## src/rtl/cic_decimator.sv

```systemverilog
// rtl/cic_decimator.sv - N-stage CIC decimator (integrators, decimate by R, combs, scaling)
// Define CIC_ROUND_EN for round-half-up with saturation on the output scaling.
module cic_decimator #(
   parameter int IN_WIDTH          = 16,
   parameter int OUT_WIDTH         = 16,
   parameter int DECIMATION_FACTOR = 4,
   parameter int NUM_STAGES        = 3,
   parameter int DIFF_DELAY        = 1
) (
   input  logic                        clk,
   input  logic                        reset,
   input  logic                        in_valid,
   input  logic signed [IN_WIDTH-1:0]  in_data,
   output logic                        out_valid,
   output logic signed [OUT_WIDTH-1:0] out_data
);
   localparam int ACC_WIDTH = IN_WIDTH + NUM_STAGES * $clog2(DECIMATION_FACTOR * DIFF_DELAY);
   localparam int DROP      = ACC_WIDTH - OUT_WIDTH;
   localparam int CNT_W     = $clog2(DECIMATION_FACTOR);
   localparam logic [CNT_W-1:0] LAST_PHASE = CNT_W'(DECIMATION_FACTOR - 1);

   logic signed [ACC_WIDTH-1:0] in_ext;
   logic signed [ACC_WIDTH-1:0] integ_q [NUM_STAGES];
   logic [CNT_W-1:0]            phase_q, phase_d;
   logic                        dec_q;
   logic signed [ACC_WIDTH-1:0] comb_q  [NUM_STAGES];
   logic signed [ACC_WIDTH-1:0] comb_in [NUM_STAGES];
   logic signed [ACC_WIDTH-1:0] dly_q   [NUM_STAGES][DIFF_DELAY];
   logic [NUM_STAGES-1:0]       stage_en, cvalid_q;
   logic signed [ACC_WIDTH-1:0] comb_out;
   logic signed [OUT_WIDTH-1:0] scaled;
   logic signed [OUT_WIDTH-1:0] out_data_q, out_data_d;
   logic                        out_valid_q;

   assign in_ext = ACC_WIDTH'(in_data);

   // Wrapping adders are intentional: the combs cancel integrator overflow.
   always_ff @(posedge clk or posedge reset) begin
      if (reset) begin
         for (int k = 0; k < NUM_STAGES; k++) integ_q[k] <= '0;
      end else if (in_valid) begin
         integ_q[0] <= integ_q[0] + in_ext;
         for (int k = 1; k < NUM_STAGES; k++) integ_q[k] <= integ_q[k] + integ_q[k-1];
      end
   end

   always_comb begin
      phase_d = phase_q;
      if (in_valid) phase_d = (phase_q == LAST_PHASE) ? '0 : phase_q + 1'b1;
   end

   always_ff @(posedge clk or posedge reset) begin
      if (reset) begin
         phase_q <= '0;
         dec_q   <= 1'b0;
      end else begin
         phase_q <= phase_d;
         dec_q   <= in_valid && (phase_q == LAST_PHASE);
      end
   end

   always_comb begin
      stage_en[0] = dec_q;
      comb_in[0]  = integ_q[NUM_STAGES-1];
      for (int k = 1; k < NUM_STAGES; k++) begin
         stage_en[k] = cvalid_q[k-1];
         comb_in[k]  = comb_q[k-1];
      end
   end

   // Each comb stage fires one cycle after its predecessor; delay lines move only then.
   always_ff @(posedge clk or posedge reset) begin
      if (reset) begin
         cvalid_q <= '0;
         for (int k = 0; k < NUM_STAGES; k++) begin
            comb_q[k] <= '0;
            for (int m = 0; m < DIFF_DELAY; m++) dly_q[k][m] <= '0;
         end
      end else begin
         cvalid_q <= stage_en;
         for (int k = 0; k < NUM_STAGES; k++) begin
            if (stage_en[k]) begin
               comb_q[k]   <= comb_in[k] - dly_q[k][DIFF_DELAY-1];
               dly_q[k][0] <= comb_in[k];
               for (int m = 1; m < DIFF_DELAY; m++) dly_q[k][m] <= dly_q[k][m-1];
            end
         end
      end
   end

   assign comb_out = comb_q[NUM_STAGES-1];

   generate
      if (DROP > 0) begin : g_drop
`ifdef CIC_ROUND_EN
         localparam logic [ACC_WIDTH:0] HALF = (ACC_WIDTH + 1)'(1) << (DROP - 1);
         logic [ACC_WIDTH:0] rnd;
         logic [OUT_WIDTH:0] shr;
         // One guard bit so the rounding add cannot wrap before the saturation test.
         assign rnd    = {comb_out[ACC_WIDTH-1], comb_out} + HALF;
         assign shr    = (OUT_WIDTH + 1)'(rnd >> DROP);
         assign scaled = (shr[OUT_WIDTH] != shr[OUT_WIDTH-1])
                       ? {shr[OUT_WIDTH], {(OUT_WIDTH-1){~shr[OUT_WIDTH]}}}
                       : shr[OUT_WIDTH-1:0];
`else
         assign scaled = OUT_WIDTH'(comb_out >> DROP);
`endif
      end else begin : g_ext
         assign scaled = OUT_WIDTH'(comb_out);
      end
   endgenerate

   always_comb begin
      out_data_d = out_data_q;
      if (cvalid_q[NUM_STAGES-1]) out_data_d = scaled;
   end

   always_ff @(posedge clk or posedge reset) begin
      if (reset) begin
         out_valid_q <= 1'b0;
         out_data_q  <= '0;
      end else begin
         out_valid_q <= cvalid_q[NUM_STAGES-1];
         out_data_q  <= out_data_d;
      end
   end

   assign out_valid = out_valid_q;
   assign out_data  = out_data_q;
endmodule

```

## config.mk

```make
export PLATFORM = sky130hd
export DESIGN_NAME = cic_decimator
export DESIGN_NICKNAME = d
export VERILOG_FILES = /design/src/rtl/cic_decimator.sv
export SDC_FILE = /design/constraint.sdc
export NUM_CORES = 1
export LEC_CHECK = 0
export CAP_MARGIN = 20
export CORE_ASPECT_RATIO = 1.1
export CORE_MARGIN = 2
export CORE_UTILIZATION = 45
export CTS_CLUSTER_DIAMETER = 30
export DETAILED_ROUTE_END_ITERATION = 8
export GPL_TIMING_DRIVEN = 0
export SETUP_SLACK_MARGIN = 0.4
export SYNTH_ARGS = -nofsm -noshare
export SYNTH_HDL_FRONTEND = slang
export SYNTH_SLANG_ARGS = --single-unit
```

## constraint.sdc

```tcl
create_clock -name clk -period 19.5 [get_ports clk]
set_input_delay 2.925 -clock clk [delete_from_list [all_inputs] [get_ports clk]]
set_output_delay 2.925 -clock clk [all_outputs]
set_load 0.02 [all_outputs]
```

==> impl_results.md <==
* RSZ-0062 raised after global routing: no
* Crit path DAT at 5.79 ns
* Routed len/inst at 14.2 um
* Rel. slew slack at 0.520
* Max Cap Violations at 0
* Synth warn at 0
* GR Overflow Total at 0
* M1 WL at 12.0 mm
* Pre-CTS setup slack at 13.55 ns
* Post-layout min period at 5.38 ns
* Antenna-violating nets left at 0
* Slew at the pin with the worst max-slew slack at 0.720 ns
* Worst Path Required at 19.92 ns
* # rows at 67
* Async SR Flop Fraction at 1.00
* Post-Route WL at 28.4 mm
* Initial DRC count at 447
* Synthesis-stage register bit count at 215
* Die footprint at 0.0321 sq mm
* Met2 WL at 14.6 mm
* Post-Syn Area at 0.0138 sq mm
* Vias in the first global route at 10.7k
* Initial core utilization at 0.455
* Post-synth top area share at 0.390
* Ports at 36
* CTS Buf Count at 53
* Clock slew at reported path FFs at 0.04 ns
* FF+latch area at 0.00538 sq mm
* HPWL Detailed at 21.0 mm
* Initial antenna violation count at 0
* Final hold vios at 0
* Die width at 171 um
* Aggregate negative setup slack at 0 ns
* Largest net degree at the start of global routing at 128
* Type of origin of the critical path: primary input
* Top routing layer in use: met4
* Final worst path period share at 0.276
* Final WS setup at 14.12 ns
* Largest stage delay, worst path at 0.46 ns
* Nets at 1,684
* Buffers added on ports at 35
* H-tree Lvls at 2
* WP buf/inv at 2
* Vert. Die Dim at 188 um
* Clock root buffer: clkbuf_16
* Critical path's slowest cell: clkdlybuf4s50_1
* Syn Area/Cell at 9.57 sq um
* Top Family by Delay on Critical Path: compound AO/OA/AOI/OAI gates
* Clock sinks at 215
* Setup violations, final at 0
* Gr usage total at 0.182
* Sequential-to-total area share from yosys stat at 0.390
* Layout cell share with drive strength beyond 1 at 0.135
* Diodes inserted at 0
* Most common cell in the synthesized netlist: dfrtp_1
* Top cell type by total area after synthesis: dfrtp_1
* CTS tree: built
* Post-cts sizing count at 0
* Area grow syn2layout at 19.4%
* DR vias at 10.5k
* Max FO, Critical Path at 4
* Outcome: completed
* Worst path cell trace: clkdlybuf4s50_1 -> ha_1 -> inv_1 -> fa_1 -> nor2b_1 -> o21a_1 -> o21ai_0 -> a211oi_1 -> o21ai_0 -> o31ai_1 -> xnor2_1 -> mux2_2
* First-pass GRT wire length at 48.8 mm
* Vias per Instance at 5.25
* Synth cell types at 78
* Worst clock skew at 0.0248 ns
* Min-delay worst type: reg -> reg
* Metal3 WL at 887 um
* Clk_lat worst skew at 0.55 ns
* Prevailing post-synth register cell: dfrtp_1
* Clock buffer depth at 3
* Layout fillers at 2,747
* DRC Markers at 0
* Most used cell along the critical path: o21ai_0
* Post-synth EDFFs at 0
* CP Capture Type: register
* Post-Syn Instances at 1,443
* RD Place Congestion at 0.862
* Total core area at 0.0303 sq mm
* Highest clock rate at 186 MHz
* CTS Hold Bufs at 0
* Post-Syn Nets at 1,593
* Finished Cell Area at 0.0165 sq mm
* Fin. max-slew vios at 0
* Commonest cells in the netlist: dfrtp_1, nand2_1, ha_1
* R2R setup slack at 16.55 ns
* Placed instance area at 0.0147 sq mm
* First drt pass iteration count at 5
* Area of the multi-input gates at 0.00786 sq mm
* Setup bufs post-CTS at 0
* Top cells by area, synth: dfrtp_1, ha_1, mux2_2, o21ai_0, xnor2_1
* Critical path class: in -> reg
-- kinds of logic (layout without fill, tap and decap cells) --
family / count (synthesis) / after routing / synth area share
XOR/XNOR: 79 / 79 / 0.0501
adder cells (fa/ha/maj): 131 / 131 / 0.121
multiplexers: 97 / 97 / 0.0789
flip-flops: 215 / 215 / 0.390
AND/OR/NAND/NOR: 375 / 375 / 0.130
AO/OA/AOI/OAI: 401 / 401 / 0.189
buffers and inverters: 145 / 279 / 0.0406
-- path summary, 6_finish.rpt --
path,startpoint,to,cells after the start
setup / recovery,in_data[0],integ_q[60]$_DFFE_PP0P_,12
hold / removal,cvalid_q[2]$_DFF_PP0_,out_valid$_DFF_PP0_,0
setup reg to reg,integ_q[22]$_DFFE_PP0P_,integ_q[42]$_DFFE_PP0P_,11
hold reg to reg,cvalid_q[2]$_DFF_PP0_,out_valid$_DFF_PP0_,0
max in group asynchronous,reset,dly_q[5]$_DFFE_PP0P_,3
min in group asynchronous,reset,dly_q[45]$_DFFE_PP0P_,2
-- area by class of cell --
type | count | area share
clock inverters | 30 | 0.0181
plain buffers | 40 | 0.0101
multi-input cells | 1083 | 0.477
repair buffers | 36 | 0.0229
clock buffers | 68 | 0.0894
flip-flops and latches | 215 | 0.326
inverters | 105 | 0.0244
well taps | 414 | 0.0314
-- per-layer routing --
metal | GRT usage | up-vias
met4 | 0.0720 | 0
met3 | 0.0302 | 77
li1 | - | 5392
met5 | 0 | -
met2 | 0.337 | 160
met1 | 0.206 | 4832
-- state kept, by name (all words and copies together) (netlist names) --
| name | cells |
|---|---|
| comb_out | 16 |
| dec_q | 1 |
| phase_q | 2 |
| out_valid | 1 |
| out_data | 16 |
| dly_q | 66 |
| comb_in | 66 |
| cvalid_q | 3 |
| integ_q | 44 |
-- cell usage in the layout (no fill, tap or decap), types with 8 or more instances in the layout --
master	Yosys	routed
nor2b_1	15	15
mux2_2	94	94
a21o_1	37	37
nand2b_1	16	16
o21a_1	23	23
nor2_1	81	81
nand2_1	134	134
o31ai_1	16	16
a211oi_1	17	17
clkbuf_8	1	10
a31oi_1	14	14
o21bai_1	14	14
and2_1	9	9
or3_1	8	8
xor2_1	16	16
nand3_1	23	23
clkdlybuf4s50_1	0	35
o21ai_0	114	114
clkinvlp_4	0	9
o211ai_1	14	14
xnor2_1	63	63
clkbuf_16	0	53
clkinv_2	0	10
inv_1	104	103
a21oi_1	88	88
and3_1	16	16
clkbuf_1	32	38
ha_1	126	126
nand4_1	9	9
dfrtp_1	215	215
nor3_1	29	29
-- metrics by stage --
| step | hold slack (ns) | cells | util |
|---|---|---|---|
| finish | 0.373 | 1991 | 0.543 |
| global route | 0.396 | 1991 | 0.543 |
| CTS | 0.375 | 1991 | 0.543 |
| detailed placement | 0.364 | 1893 | 0.485 |
| global placement | 0.360 | 1892 | 0.484 |
| floorplan | 0.352 | 1443 | - |
Power is left out: the tool's default activity adds up to more than one toggle a clock period on the data nets, which glitch-free logic cannot reach.
